==> src/rtl/btb_pkg.sv <==
// Shared types and geometry helpers for the N-way branch target buffer.
// Geometry is derived from the top-level parameters via constant functions.
package btb_pkg;

  localparam int MAX_WAYS = 64;

  typedef enum logic {
    ST_IDLE,
    ST_FLUSH
  } flush_state_e;

  function automatic int calc_set_w(input int sets);
    return $clog2(sets);
  endfunction

  function automatic int calc_way_w(input int ways);
    return (ways > 1) ? $clog2(ways) : 1;
  endfunction

  function automatic int calc_tag_w(input int xlen, input int sets);
    return xlen - 2 - $clog2(sets);
  endfunction

  // Lowest set bit index; 0 when the vector is empty.
  function automatic int first_one(input logic [MAX_WAYS-1:0] v);
    int r;
    r = 0;
    for (int i = MAX_WAYS - 1; i >= 0; i--) begin
      if (v[i]) r = i;
    end
    return r;
  endfunction

endpackage

==> src/rtl/btb_way_sel.sv <==
// Way selection for one BTB set: hit way, first free way and
// round-robin victim.
module btb_way_sel
  import btb_pkg::*;
#(
  parameter int NUM_WAYS = 2,
  parameter int WAY_W    = 1
) (
  input  logic [NUM_WAYS-1:0] valid,
  input  logic [NUM_WAYS-1:0] match,
  input  logic [WAY_W-1:0]    rr_ptr,
  output logic                hit,
  output logic [WAY_W-1:0]    hit_way,
  output logic                has_free,
  output logic [WAY_W-1:0]    free_way,
  output logic [WAY_W-1:0]    victim_way
);

  logic [NUM_WAYS-1:0] hits;
  logic [NUM_WAYS-1:0] free;

  assign hits     = valid & match;
  assign free     = ~valid;
  assign hit      = |hits;
  assign has_free = |free;

  assign hit_way  = WAY_W'(first_one(MAX_WAYS'(hits)));
  assign free_way = WAY_W'(first_one(MAX_WAYS'(free)));

  // A single-way set has nowhere else to go.
  assign victim_way = (NUM_WAYS > 1) ? rr_ptr : '0;

endmodule

==> src/rtl/btb_nway.sv <==
// N-way set-associative BTB: combinational lookup, registered
// install/update/invalidate, and a one-set-per-cycle flush engine.
module btb_nway
  import btb_pkg::*;
#(
  parameter int NUM_SETS = 16,
  parameter int NUM_WAYS = 2,
  parameter int XLEN     = 32,
  parameter int TGT_W    = 32
) (
  input  logic             clk,
  input  logic             rst_n,
  input  logic [XLEN-1:0]  lk_pc,
  output logic             lk_hit,
  output logic [TGT_W-1:0] lk_target,
  output logic             lk_branch,
  output logic             lk_jump,
  input  logic             wr_en,
  input  logic [XLEN-1:0]  wr_pc,
  input  logic [TGT_W-1:0] wr_target,
  input  logic             wr_branch,
  input  logic             inv_en,
  input  logic [XLEN-1:0]  inv_pc,
  input  logic             flush_req,
  output logic             flush_busy
);

  localparam int SET_W = calc_set_w(NUM_SETS);
  localparam int WAY_W = calc_way_w(NUM_WAYS);
  localparam int TAG_W = calc_tag_w(XLEN, NUM_SETS);

  typedef struct packed {
    logic             valid;
    logic [TAG_W-1:0] tag;
    logic [TGT_W-1:0] target;
    logic             branch;
  } entry_t;

  entry_t           mem [NUM_SETS][NUM_WAYS];
  logic [WAY_W-1:0] rr_q [NUM_SETS];

  flush_state_e     state_q, state_d;
  logic [SET_W-1:0] fcnt_q, fcnt_d;

  logic [SET_W-1:0] lk_set, wr_set, inv_set;
  logic [TAG_W-1:0] lk_tag, wr_tag, inv_tag;

  logic unused_pc_lsb;

  assign lk_set  = lk_pc[SET_W+1:2];
  assign lk_tag  = lk_pc[XLEN-1:SET_W+2];
  assign wr_set  = wr_pc[SET_W+1:2];
  assign wr_tag  = wr_pc[XLEN-1:SET_W+2];
  assign inv_set = inv_pc[SET_W+1:2];
  assign inv_tag = inv_pc[XLEN-1:SET_W+2];

  assign unused_pc_lsb = ^{lk_pc[1:0], wr_pc[1:0], inv_pc[1:0]};

  logic [NUM_WAYS-1:0] lk_vhit, inv_vhit;
  logic [NUM_WAYS-1:0] wr_valid, wr_match;

  always_comb begin
    lk_vhit  = '0;
    inv_vhit = '0;
    wr_valid = '0;
    wr_match = '0;
    for (int w = 0; w < NUM_WAYS; w++) begin
      lk_vhit[w]  = mem[lk_set][w].valid &&
                    (mem[lk_set][w].tag == lk_tag);
      inv_vhit[w] = mem[inv_set][w].valid &&
                    (mem[inv_set][w].tag == inv_tag);
      wr_valid[w] = mem[wr_set][w].valid;
      wr_match[w] = (mem[wr_set][w].tag == wr_tag);
    end
  end

  logic [WAY_W-1:0] lk_way;
  entry_t           lk_sel;

  assign lk_way    = WAY_W'(first_one(MAX_WAYS'(lk_vhit)));
  assign lk_sel    = mem[lk_set][lk_way];
  assign lk_hit    = (|lk_vhit) & ~flush_busy;
  assign lk_target = lk_hit ? lk_sel.target : '0;
  assign lk_branch = lk_hit & lk_sel.branch;
  assign lk_jump   = lk_hit & ~lk_sel.branch;

  logic             wr_hit, wr_has_free;
  logic [WAY_W-1:0] wr_hit_way, wr_free_way, wr_victim;
  logic [WAY_W-1:0] wr_way, rr_inc;
  logic             wr_repl, wr_do, same_line;
  logic             inv_do;
  logic [WAY_W-1:0] inv_way;

  btb_way_sel #(
    .NUM_WAYS (NUM_WAYS),
    .WAY_W    (WAY_W)
  ) u_wr_sel (
    .valid      (wr_valid),
    .match      (wr_match),
    .rr_ptr     (rr_q[wr_set]),
    .hit        (wr_hit),
    .hit_way    (wr_hit_way),
    .has_free   (wr_has_free),
    .free_way   (wr_free_way),
    .victim_way (wr_victim)
  );

  assign wr_way  = wr_hit      ? wr_hit_way  :
                   wr_has_free ? wr_free_way : wr_victim;
  assign wr_repl = ~wr_hit & ~wr_has_free;
  assign rr_inc  = (NUM_WAYS > 1) ? rr_q[wr_set] + WAY_W'(1) : '0;

  // Invalidate of the very line being written wins outright.
  assign same_line = (wr_set == inv_set) && (wr_tag == inv_tag);
  assign wr_do     = wr_en & ~flush_busy & ~(inv_en & same_line);

  assign inv_way = WAY_W'(first_one(MAX_WAYS'(inv_vhit)));
  assign inv_do  = inv_en & ~flush_busy & (|inv_vhit);

  always_ff @(posedge clk or negedge rst_n) begin
    if (!rst_n) begin
      for (int s = 0; s < NUM_SETS; s++) begin
        rr_q[s] <= '0;
        for (int w = 0; w < NUM_WAYS; w++) mem[s][w] <= '0;
      end
    end else if (flush_busy) begin
      rr_q[fcnt_q] <= '0;
      for (int w = 0; w < NUM_WAYS; w++) mem[fcnt_q][w].valid <= 1'b0;
    end else begin
      if (inv_do) mem[inv_set][inv_way].valid <= 1'b0;
      if (wr_do) begin
        mem[wr_set][wr_way] <= '{valid:  1'b1,
                                 tag:    wr_tag,
                                 target: wr_target,
                                 branch: wr_branch};
        if (wr_repl) rr_q[wr_set] <= rr_inc;
      end
    end
  end

  always_comb begin
    state_d = state_q;
    fcnt_d  = fcnt_q;
    unique case (state_q)
      ST_IDLE: begin
        if (flush_req) begin
          state_d = ST_FLUSH;
          fcnt_d  = '0;
        end
      end
      ST_FLUSH: begin
        fcnt_d = fcnt_q + 1'b1;
        if (fcnt_q == SET_W'(NUM_SETS - 1)) state_d = ST_IDLE;
      end
      default: state_d = ST_IDLE;
    endcase
  end

  always_ff @(posedge clk or negedge rst_n) begin
    if (!rst_n) begin
      state_q <= ST_IDLE;
      fcnt_q  <= '0;
    end else begin
      state_q <= state_d;
      fcnt_q  <= fcnt_d;
    end
  end

  assign flush_busy = (state_q == ST_FLUSH);

endmodule

==> config.mk <==
export PLATFORM = sky130hd
export DESIGN_NAME = btb_nway
export DESIGN_NICKNAME = d
export VERILOG_FILES = /design/src/rtl/btb_pkg.sv /design/src/rtl/btb_way_sel.sv /design/src/rtl/btb_nway.sv
export SDC_FILE = /design/constraint.sdc
export NUM_CORES = 2
export LEC_CHECK = 0
export ABC_AREA = 0
export ABC_CLOCK_PERIOD_IN_PS = 5300
export BUFFER_PORTS_ARGS = -buffer_cell sky130_fd_sc_hd__buf_2
export CAP_MARGIN = 20
export CORE_MARGIN = 8
export CORE_UTILIZATION = 45
export CTS_CLUSTER_DIAMETER = 150
export CTS_CLUSTER_SIZE = 8
export DETAILED_ROUTE_END_ITERATION = 12
export PLACE_DENSITY = 0.62
export SLEW_MARGIN = 10
export SYNTH_ARGS = -nofsm -noshare
export SYNTH_HDL_FRONTEND = slang
export SYNTH_SLANG_ARGS = --single-unit
export TNS_END_PERCENT = 100
==> constraint.sdc <==
create_clock -name clk -period 5.3 [get_ports clk]
set_input_delay 0.53 -clock clk [delete_from_list [all_inputs] [get_ports clk]]
set_output_delay 0.53 -clock clk [all_outputs]
set_load 0.005 [all_outputs]
==> results.sh <==
export IMPL_final_area_um2=122000
export IMPL_rr_worst_depth=12
export IMPL_h_tree_depth=5
export IMPL_grt_pass1_vias=72600
export IMPL_num_io_pins=170
export IMPL_timing_slew_headroom_pct=21.6
export IMPL_numCtsBuffers=293
export IMPL_dr_first_iter_drc_count=7124
export IMPL_slowest_delay_ns=0.57
export IMPL_power_mw=38.4
export IMPL_synth_nets=7211
export IMPL_fmax_mhz=190
export IMPL_rsz0062_at_grt="true"
export IMPL_grt_use_met2_pct=46.7
export IMPL_ant_nets=0
export IMPL_num_rows=178
export IMPL_crit_fanout=11
export IMPL_clkTransAtPathRegs_ns=0.05
export IMPL_layout_drive_gt1_share_pct=45.1
export IMPL_drt_total_wl_um=390000
export IMPL_layout_commonest_cell="dfrtp_1"
export IMPL_critPathBufInv=5
export IMPL_critPathSlowestCell="mux4_2"
export IMPL_clk_latency_ns=0.93
export IMPL_avgSynthCellArea_um2=15.1
export IMPL_root_buffer="clkbuf_16"
export IMPL_setup_viol=0
export IMPL_grt_usage_pct=30.6
export IMPL_power_frac_seq_pct=42.4
export IMPL_p_per_area_nw_per_um2=316
export IMPL_die_x_um=503
export IMPL_cap_viol_max_count=0
export IMPL_p_int_mw=27.8
export IMPL_fin_cells=10500
export IMPL_dr_pass1_iters=6
export IMPL_finalClockSkew_ns=0.0754
export IMPL_wl_per_cell_um=37.1
export IMPL_met3_usage_pct=6.19
export IMPL_netlist_area_um2=107000
export IMPL_finalHoldViolations=0
export IMPL_final_cell_mix="1940 x dfrtp_1, 1237 x mux2_2, 940 x mux4_2"
export IMPL_io_buffers=163
export IMPL_r2r_end="mem[956]"
export IMPL_grtUsageMet1_pct=41.8
export IMPL_place_congestion=1.04
export IMPL_busiest_layer="met2"
export IMPL_tns_ns=0
export IMPL_tightest_slew_ns=1.16
export IMPL_setup_worst_path_end_class="output port"
export IMPL_cts_tree="yes"
export IMPL_vdd_ir_drop_max_uv=279
export IMPL_p_switching_mw=10.6
export IMPL_critical_path_class="reg -> out"
export IMPL_grt_max_degree=172
export IMPL_synth_edf_count=0
export IMPL_synth_async_reset_ratio_pct=100
export IMPL_rrSetupSlack_ns=1.08
export IMPL_swShare_pct=27.5
export IMPL_clk_path_buf_depth=4
export IMPL_fin_crit_ns=5.25
export IMPL_critPathArrivalTime_ns=4.72
export IMPL_nNetsFinal=7484
export IMPL_ys_ff_latch=1941
export IMPL_dpl_cell_area_um2=113000
export IMPL_hold_slack_ns=0.156
export IMPL_synth_cell_types=87
export IMPL_antenna_found_initial=21
export IMPL_via_per_inst=6.68
export IMPL_ys_warn_count=0
export IMPL_r2r_start="mem[1536]"
export IMPL_clock_sinks=1941
export IMPL_worst_ep_required_time_ns=4.77
export IMPL_dp_cells=10200
export IMPL_fp_coreArea_um2=235000
export IMPL_critical_path_startpoint_type="register"
export IMPL_fp_dieArea_um2=253000
export IMPL_syn2layout_area_growth_pct=14.1
export IMPL_vias=70300
export IMPL_p_comb_share_pct=15.2
export IMPL_clkPwrFrac_pct=42.3
export IMPL_status="finished, final reports clean"
export IMPL_dp_hpwl_um=259000
export IMPL_critical_path_cell_chain="mux4_2 > mux4_2 > xnor2_2 > nand4_1 > nor4_2 > buf_4 > nand4_1 > nand3b_1 > buf_6 > buf_4 > clkbuf_16 > o22ai_1 > buf_2"
export IMPL_dieHeight_um=503
export IMPL_grt_pass1_wl_um=559000
export IMPL_min_path_type="in -> async"
export IMPL_min_period_over_period_pct=99.1
export IMPL_yosysSeqAreaShare_pct=45.6
export IMPL_grt_ovfl_total=0
export IMPL_crit_family="multiplexers"
export IMPL_drv_slew=0
export IMPL_synth_cells=7073
export IMPL_synth_ff_type="dfrtp_1"
export IMPL_start_util_pct=45.3
export IMPL_drc=0
export IMPL_leakagePower_nw=56.1
==> Yosys cell counts (all sizes together), types with 10 or more instances <==
| library cell | count | area (µm²) |
|---|---|---|
| a211o | 12 | 105 |
| a211oi | 15 | 113 |
| a21oi | 35 | 175 |
| a221oi | 14 | 129 |
| a22o | 15 | 131 |
| a22oi | 82 | 616 |
| a31o | 16 | 140 |
| and2 | 10 | 62.6 |
| and3 | 28 | 175 |
| buf | 394 | 2820 |
| clkbuf | 345 | 1300 |
| dfrtp | 1941 | 48600 |
| inv | 90 | 338 |
| mux2 | 1931 | 21700 |
| mux2i | 295 | 2950 |
| mux4 | 940 | 21200 |
| nand2 | 131 | 494 |
| nand2b | 14 | 87.6 |
| nand3 | 61 | 305 |
| nand4 | 57 | 357 |
| nor2 | 61 | 229 |
| nor2b | 68 | 425 |
| nor3 | 35 | 175 |
| nor4 | 37 | 277 |
| o211ai | 22 | 323 |
| o21ai | 61 | 343 |
| o22ai | 60 | 375 |
| xnor2 | 131 | 1150 |
| xor2 | 39 | 342 |
==> layer usage <==
layer,vias to the layer above,share of wire [%]
li1,27600,-
met1,38300,41
met2,3322,45
met3,1015,8.0
met4,6,6.3
met5,-,0.012
==> what timing repair did <==
action | 4_1_cts | 5_1_grt
endpoints found under the setup margin | 16 | 26
pin swaps | 0 | 2
resized for setup | 12 | 27
buffers inserted | 0 | 14
hold buffers | 2 | 0
hold endpoints to repair | 59 | 0
gates cloned | 0 | 2
==> power by group through the flow <==
stage | Sequential, mW | Clock, mW | Combinational, mW
finish | 16.3 | 16.2 | 5.84
global placement | 16.4 | 0 | 5.57
CTS | 16.3 | 16.6 | 5.70
detailed placement | 16.5 | 0 | 5.67
floorplan | 16.2 | 0 | 3.50
global route | 16.4 | 17.2 | 6.12
==> through the flow <==
stage,worst slack [ns],util [%]
detailed placement,-0.227,48.1
finish,0.0473,51.6
global route,-0.137,51.6
global placement,-0.261,48.1
CTS,-0.00832,51.4
floorplan,0.955,-
==> cells by family (layout without fill, tap and decap cells) <==
family / Yosys count / after routing / synth area share, %
compound gates: 419 / 419 / 3.02
xor+xnor: 170 / 170 / 1.40
fa+ha+maj: 4 / 4 / 0.0470
buf+inv: 835 / 1122 / 4.20
flops: 1941 / 1941 / 45.6
mux: 3166 / 3166 / 43.0
other cells: 0 / 9 / 0
simple gates: 538 / 538 / 2.71
==> how the worst max path moves through the flow <==
stage              start             to  slack (ns)  depth (start not counted)
3_5_place_dp    lk_pc[2]   lk_target[3]       -0.23                         16
5_1_grt        mem[1117]  lk_target[28]       -0.14                         13
2_1_floorplan   lk_pc[2]   lk_target[0]        0.95                         12
3_3_place_gp    lk_pc[2]   lk_target[3]       -0.26                         16
6_report         mem[39]  lk_target[28]        0.05                         13
4_1_cts        mem[1597]   lk_target[0]      -0.008                         12
==> registers in the layout (all words and copies together) (netlist names) <==
register,cells
fcnt_q,4
rr_q,16
mem,1920
flush_busy,1
==> final cells by class <==
class                           instances  area (µm²)
Fill cell                           19500      114000
Multi-Input combinational cell       4297       54000
Sequential cell                      1941       48600
Clock buffer                          300        7470
Timing Repair Buffer                  717        7060
Tap cell                             3150        3940
Inverter                               96         360
Clock inverter                          9        97.6
Antenna cell                            9        22.5
Power figures use the tool's default switching activity.
